**config.mk**
```make
export PLATFORM = sky130hd
export DESIGN_NAME = imem_loader
export DESIGN_NICKNAME = d
export VERILOG_FILES = /design/src/rtl/imem_loader.sv
export SDC_FILE = /design/constraint.sdc
export NUM_CORES = 2
export LEC_CHECK = 0
export BUFFER_PORTS_ARGS = -buffer_cell sky130_fd_sc_hd__buf_2
export CORE_MARGIN = 8
export CORE_UTILIZATION = 50
export CTS_BUF_LIST = sky130_fd_sc_hd__clkbuf_8
export CTS_CLUSTER_DIAMETER = 100
export DETAILED_ROUTE_END_ITERATION = 16
export PLACE_DENSITY_LB_ADDON = 0.12
export SETUP_SLACK_MARGIN = 0.1
export SYNTH_ARGS = -nofsm -noshare
export SYNTH_HDL_FRONTEND = slang
export SYNTH_SLANG_ARGS = --single-unit
```
**constraint.sdc**
```tcl
create_clock -name clk -period 10.8 [get_ports clk]
set_input_delay 2.16 -clock clk [delete_from_list [all_inputs] [get_ports clk]]
set_output_delay 2.16 -clock clk [all_outputs]
set_load 0.005 [all_outputs]
```
**src/rtl/imem_loader.sv**
```systemverilog
// Instruction RAM with a byte-stream program loader; holds the CPU frozen until a program is complete.
// Optional trailing checksum byte check enabled by defining IMEM_CHECKSUM_EN.
module imem_loader #(
    parameter int unsigned DEPTH     = 64,
    parameter int unsigned ADDR_W    = 6,
    parameter logic [31:0] BASE_ADDR = 32'd0
) (
    input  logic              clk,
    input  logic              rst,
    input  logic              load_start,
    input  logic [ADDR_W:0]   load_len,
    input  logic              load_abort,
    input  logic              byte_valid,
    input  logic [7:0]        byte_data,
    output logic              byte_ready,
    input  logic [31:0]       PC,
    output logic [31:0]       inst,
    output logic              cpu_freeze,
    output logic              load_busy,
    output logic              load_done,
    output logic              load_err
);

    typedef enum logic [1:0] {
        IDLE   = 2'd0,
        LOAD   = 2'd1,
        FINISH = 2'd2
`ifdef IMEM_CHECKSUM_EN
        , CHECK = 2'd3
`endif
    } state_t;

    localparam logic [ADDR_W:0] DEPTH_W = (ADDR_W+1)'(DEPTH);
    localparam logic [ADDR_W:0] ONE_W   = (ADDR_W+1)'(1);

    state_t            state;
    state_t            state_nx;
    logic [1:0]        byte_cnt;
    logic [23:0]       asm_q;
    logic [ADDR_W:0]   len_q;
    logic [ADDR_W:0]   loaded_words;
    logic              freeze_q;
    logic              err_q;
    logic [31:0]       mem [DEPTH];

    logic              xfer;
    logic              len_ok;
    logic              word_wr;
    logic              last_word;
    logic [29:0]       rd_idx;
    logic              rd_hit;

`ifdef IMEM_CHECKSUM_EN
    logic [7:0]        sum_q;
    logic              chk_bad_q;
    logic              chk_ok_c;
    assign chk_ok_c = (8'(sum_q + byte_data) == 8'h00);
`endif

    assign xfer      = byte_valid & byte_ready;
    assign len_ok    = (load_len != '0) && (load_len <= DEPTH_W);
    assign word_wr   = (state == LOAD) && xfer && !load_abort && (byte_cnt == 2'd3);
    assign last_word = ((loaded_words + ONE_W) == len_q);

    // State register
    always_ff @(posedge clk) begin
        if (rst) begin
            state <= IDLE;
        end else begin
            state <= state_nx;
        end
    end

    // Next-state logic; abort wins over a byte arriving on the same edge
    always_comb begin
        state_nx = state;
        case (state)
            IDLE: begin
                if (load_start && len_ok) state_nx = LOAD;
            end
            LOAD: begin
                if (load_abort) begin
                    state_nx = IDLE;
                end else if (word_wr && last_word) begin
`ifdef IMEM_CHECKSUM_EN
                    state_nx = CHECK;
`else
                    state_nx = FINISH;
`endif
                end
            end
`ifdef IMEM_CHECKSUM_EN
            CHECK: begin
                if (load_abort) begin
                    state_nx = IDLE;
                end else if (xfer) begin
                    state_nx = FINISH;
                end
            end
`endif
            FINISH:  state_nx = IDLE;
            default: state_nx = IDLE;
        endcase
    end

    // State-decoded outputs
    always_comb begin
        byte_ready = 1'b0;
        load_busy  = 1'b0;
        load_done  = 1'b0;
        case (state)
            LOAD: begin
                byte_ready = 1'b1;
                load_busy  = 1'b1;
            end
`ifdef IMEM_CHECKSUM_EN
            CHECK: begin
                byte_ready = 1'b1;
                load_busy  = 1'b1;
            end
`endif
            FINISH:  load_done = 1'b1;
            default: ;
        endcase
    end

    // Byte assembly, word count, freeze and error flags
    always_ff @(posedge clk) begin
        if (rst) begin
            byte_cnt     <= 2'd0;
            asm_q        <= 24'd0;
            len_q        <= '0;
            loaded_words <= '0;
            freeze_q     <= 1'b1;
            err_q        <= 1'b0;
`ifdef IMEM_CHECKSUM_EN
            sum_q        <= 8'd0;
            chk_bad_q    <= 1'b0;
`endif
        end else begin
            case (state)
                IDLE: begin
                    if (load_start) begin
                        if (len_ok) begin
                            byte_cnt     <= 2'd0;
                            len_q        <= load_len;
                            loaded_words <= '0;
                            freeze_q     <= 1'b1;
                            err_q        <= 1'b0;
`ifdef IMEM_CHECKSUM_EN
                            sum_q        <= 8'd0;
                            chk_bad_q    <= 1'b0;
`endif
                        end else begin
                            err_q <= 1'b1;
                        end
                    end
                end
                LOAD: begin
                    if (load_abort) begin
                        err_q <= 1'b1;
                    end else if (xfer) begin
                        byte_cnt <= byte_cnt + 2'd1;
`ifdef IMEM_CHECKSUM_EN
                        sum_q    <= 8'(sum_q + byte_data);
`endif
                        if (byte_cnt == 2'd3) begin
                            loaded_words <= loaded_words + ONE_W;
                        end else begin
                            asm_q[{byte_cnt, 3'b000} +: 8] <= byte_data;
                        end
                    end
                end
`ifdef IMEM_CHECKSUM_EN
                CHECK: begin
                    if (load_abort) begin
                        err_q <= 1'b1;
                    end else if (xfer && !chk_ok_c) begin
                        err_q        <= 1'b1;
                        loaded_words <= '0;
                        chk_bad_q    <= 1'b1;
                    end
                end
                FINISH: freeze_q <= chk_bad_q;
`else
                FINISH: freeze_q <= 1'b0;
`endif
                default: ;
            endcase
        end
    end

    // Instruction RAM write port (contents are not reset)
    always_ff @(posedge clk) begin
        if (word_wr) begin
            mem[loaded_words[ADDR_W-1:0]] <= {byte_data, asm_q};
        end
    end

    // Fetch read port, masked to the words of the current program
    assign rd_idx = 30'((PC - BASE_ADDR) >> 2);
    assign rd_hit = (PC >= BASE_ADDR) && (rd_idx < 30'(loaded_words));
    assign inst   = rd_hit ? mem[rd_idx[ADDR_W-1:0]] : 32'd0;

    assign cpu_freeze = freeze_q;
    assign load_err   = err_q;

endmodule
```
==> parameters.txt <==
Parameter                              Value

Synthesis
  Biggest area consumer among synthesized cells ... edfxtp_1
  Synth Net Count ... 3,728
  Gate Count Post-Synth ... 3,664
  Synthesized area divided by synthesized cell count ... 22.11 um2
  Share of synthesized area occupied by flip-flops and latches ... 77.01%
  Fraction of synthesis flops using an asynchronous set or reset pin ... 0%
  Area share of the largest cell type after synthesis ... 75.93%
  Post-synth EDFFs ... 2,048
  Register bit total from synthesis ... 2,092
  Synth area leaders ... edfxtp_1, mux4_2, mux2i_1, dfxtp_1, a221oi_1
  Total of warnings raised by yosys ... 0
  Most used DFF post-synth ... edfxtp_1
  Synth unique cells ... 61
  Cell area after synthesis ... 81,000 um2

Floorplan
  Full die area ... 175,100 um2
  Core region area ... 160,800 um2
  Die W ... 418.5 um
  Count of standard-cell rows ... 147
  Chip height ... 418.5 um
  IO Count ... 89
  Starting density of the core ... 50.39%

Detailed routing
  Remaining antenna violation count ... 0
  Total wire length after detailed routing ... 218.6 mm
  Via count ... 40,054
  Routed length per instance ... 34.10 um
  Vias per std cell ... 6.249
  Drt pass-1 iters ... 7
  Number of DRC markers after the initial detailed-route iteration ... 4,345
  Post-route DRC violation count ... 0

Pwr
  Overall power after layout ... 15.56 mW
  Combinational share of power ... 3.3%
  Worst supply voltage drop on vdd ... 102.4 uV
  Power density cells ... 172.2 nW/um2
  Fraction of power spent switching nets ... 21.52%
  Leakage dissipation ... 30.46 nW
  Power spent charging and discharging nets ... 3.349 mW
  Clock power frac ... 40.0%
  Int Power ... 12.21 mW
  Sequential Power Share ... 56.7%

Worst setup path
  R2r endpoint ... mem[56][2]
  Type of element launching the critical path ... input port
  Worst Setup Path Type ... input port to output pin
  Peak fanout along the critical path ... 51
  Endpoint required time on the critical path ... 8.64 ns
  Worst setup slack for register-to-register paths ... 6.64 ns
  Worst-case reg-to-reg path depth ... 6
  Critical R2R Launch ... state[0]
  Worst setup EP type ... output pin
  Critical Path AT ... 5.64 ns

STA
  Number of failing hold endpoints at the final stage ... 0
  Setup tns final ... 0 ns
  Crit path time final ... 7.803 ns
  Final count of negative-setup-slack endpoints ... 0
  Maximum achievable frequency ... 0.1282 GHz
  Headroom to the max-slew limit ... 16.12%
  PnR worst setup slack ... 2.997 ns
  RSZ-0062 raised after global routing ... false
  Pin slew with the least headroom to its limit ... 1.258 ns
  Share of the clock period used by the worst path after layout ... 72.25%
  Max Transition Viols Final ... 0
  Largest clock skew in the final design ... 0.04371 ns

Clock tree
  CTS tree ... yes
  Hold Buf Count CTS ... 0
  Level count of the clock H-tree ... 5
  Total number of clock tree sinks ... 2,092
  Number of buffers between clock root and the deepest sink ... 4
  Cell at the root of the clock tree ... clkbuf_8
  Clk slew on worst S/H paths ... 0.06 ns
  Count of cells resized by post-cts repair ... 0
  Inserted Clock Buffers ... 348
  Clock latency of the later-clocked register in the worst-skew pair ... 1.02 ns
  Post-CTS repair timing setup buffer count ... 0

Hold path
  Sink of the worst hold path ... asm_q[4]
  Worst hold path startpoint ... asm_q[4]
  Worst min-delay path class ... flip-flop to flip-flop
  Number of cells on the worst hold path ... 2

Place
  GP Congestion ... 0.7808
  Placed Instances ... 5,820
  Worst slack at placement ... 3.005 ns
  Post-detailed-placement cell area ... 84,370 um2
  Port bufs ... 86
  Final HPWL from detailed placement ... 110.2 mm

Global routing
  Overall track demand over capacity in global routing ... 24.74%
  Global-route wire length before repair ... 305.5 mm
  Vias in the first global route ... 40,214
  GRT Residual Overflow ... 0
  Number of antenna violations at the first check in global routing ... 3
  Largest net degree at the start of global routing ... 115

Run status
  Run status ... finished clean

Finish
  Layout overhead on the synthesized area ... 11.58%
  Most frequent standard cell in the layout excluding fill and tap cells ... edfxtp_1
  Post-layout nets ... 4,074
  Commonest cells after routing, fill and taps aside ... edfxtp_1, mux4_2, clkbuf_8, mux2i_1, inv_1
  Final std cells w/o fill ... 6,410
  Ratio of cells with drive above 1 in the final layout ... 27.97%
  Post-route cell area ... 90,380 um2

Flow run
  # Max-Cap Violations ... 0
[how the worst max path moves through the flow]
stage	from	end	slack, ns
after floorplan	PC[4]	inst[15]	4.64
after global placement	PC[2]	inst[31]	3.02
after detailed placement	PC[2]	inst[31]	3.01
after CTS	PC[4]	inst[12]	3.01
after global routing	PC[4]	inst[12]	2.89
final	PC[4]	inst[8]	3.00
[routing by layer]
metal  part of all wire, %  track usage [%]  wire length [um]  vias to the layer above
met5                     0                0                 0                        -
li1                      -                -                 -                    16267
met2                    48            39.56            105300                     1745
met1                    41            35.16             90510                    21706
met4                   2.5            6.406              5360                        0
met3                   8.0            5.170             17440                      336
[sequential cells by signal (all words and copies together) (netlist names)]
| name | cells |
|---|---|
| asm_q | 24 |
| byte_cnt | 2 |
| cpu_freeze | 1 |
| len_q | 7 |
| load_err | 1 |
| loaded_words | 7 |
| mem | 2048 |
| state | 2 |
[stage by stage]
step | utilization [%] | hold WS [ns]
floorplan | - | 0.4672
global route | 56.22 | 0.4658
CTS | 56.21 | 0.4521
global placement | 52.48 | 0.4409
detailed placement | 52.48 | 0.4430
finish | 56.22 | 0.4494
[synth_stat cells (21+ instances only)]
master and instances:
mux2i_1 240, nand2_1 68, clkbuf_1 73, a221oi_1 51, o22ai_1 28, edfxtp_1 2048, nand3_1 50, buf_2 55
nor3_1 28, o21ai_0 37, buf_6 33, nor2_1 87, a21oi_1 70, mux4_2 489, a221o_1 21, dfxtp_1 44
[logic make-up after synthesis]
family | count (synthesis) | synth area share (%)
compound gates | 292 | 2.569
simple gates | 302 | 1.778
mux | 734 | 16.69
fa+ha+maj | 12 | 0.1854
flops | 2092 | 77.01
buf+inv | 222 | 1.657
xor+xnor | 10 | 0.1081
[power groups by stage]
stage | Sequential [mW] | Combinational (mW) | Clock [mW]
after global placement | 9.00 | 0.509 | 0
after detailed placement | 9.00 | 0.511 | 0
after global routing | 8.82 | 0.534 | 6.69
after floorplan | 8.99 | 0.342 | 0
final | 8.83 | 0.507 | 6.23
after CTS | 8.83 | 0.512 | 6.35
[critical path, stage by stage]
cell	delay [ns]
buf_8	0.40
buf_4	0.69
nor2_4	0.33
buf_4	0.32
a221oi_1	0.38
a21oi_1	0.06
o21ai_0	0.58
mux2i_1	0.16
o22ai_1	0.26
buf_2	0.18
[cell type report]
cell class	instances	area [um2]
repair buffers	201	1404
fillers	12111	70370
diodes	6	15.01
multi-input cells	1350	17780
clock inverters	223	1030
clock buffers	361	4969
inverters	17	71.32
well taps	2160	2703
flip-flops and latches	2092	62410
Note: power is estimated with default switching activity, not from simulation.
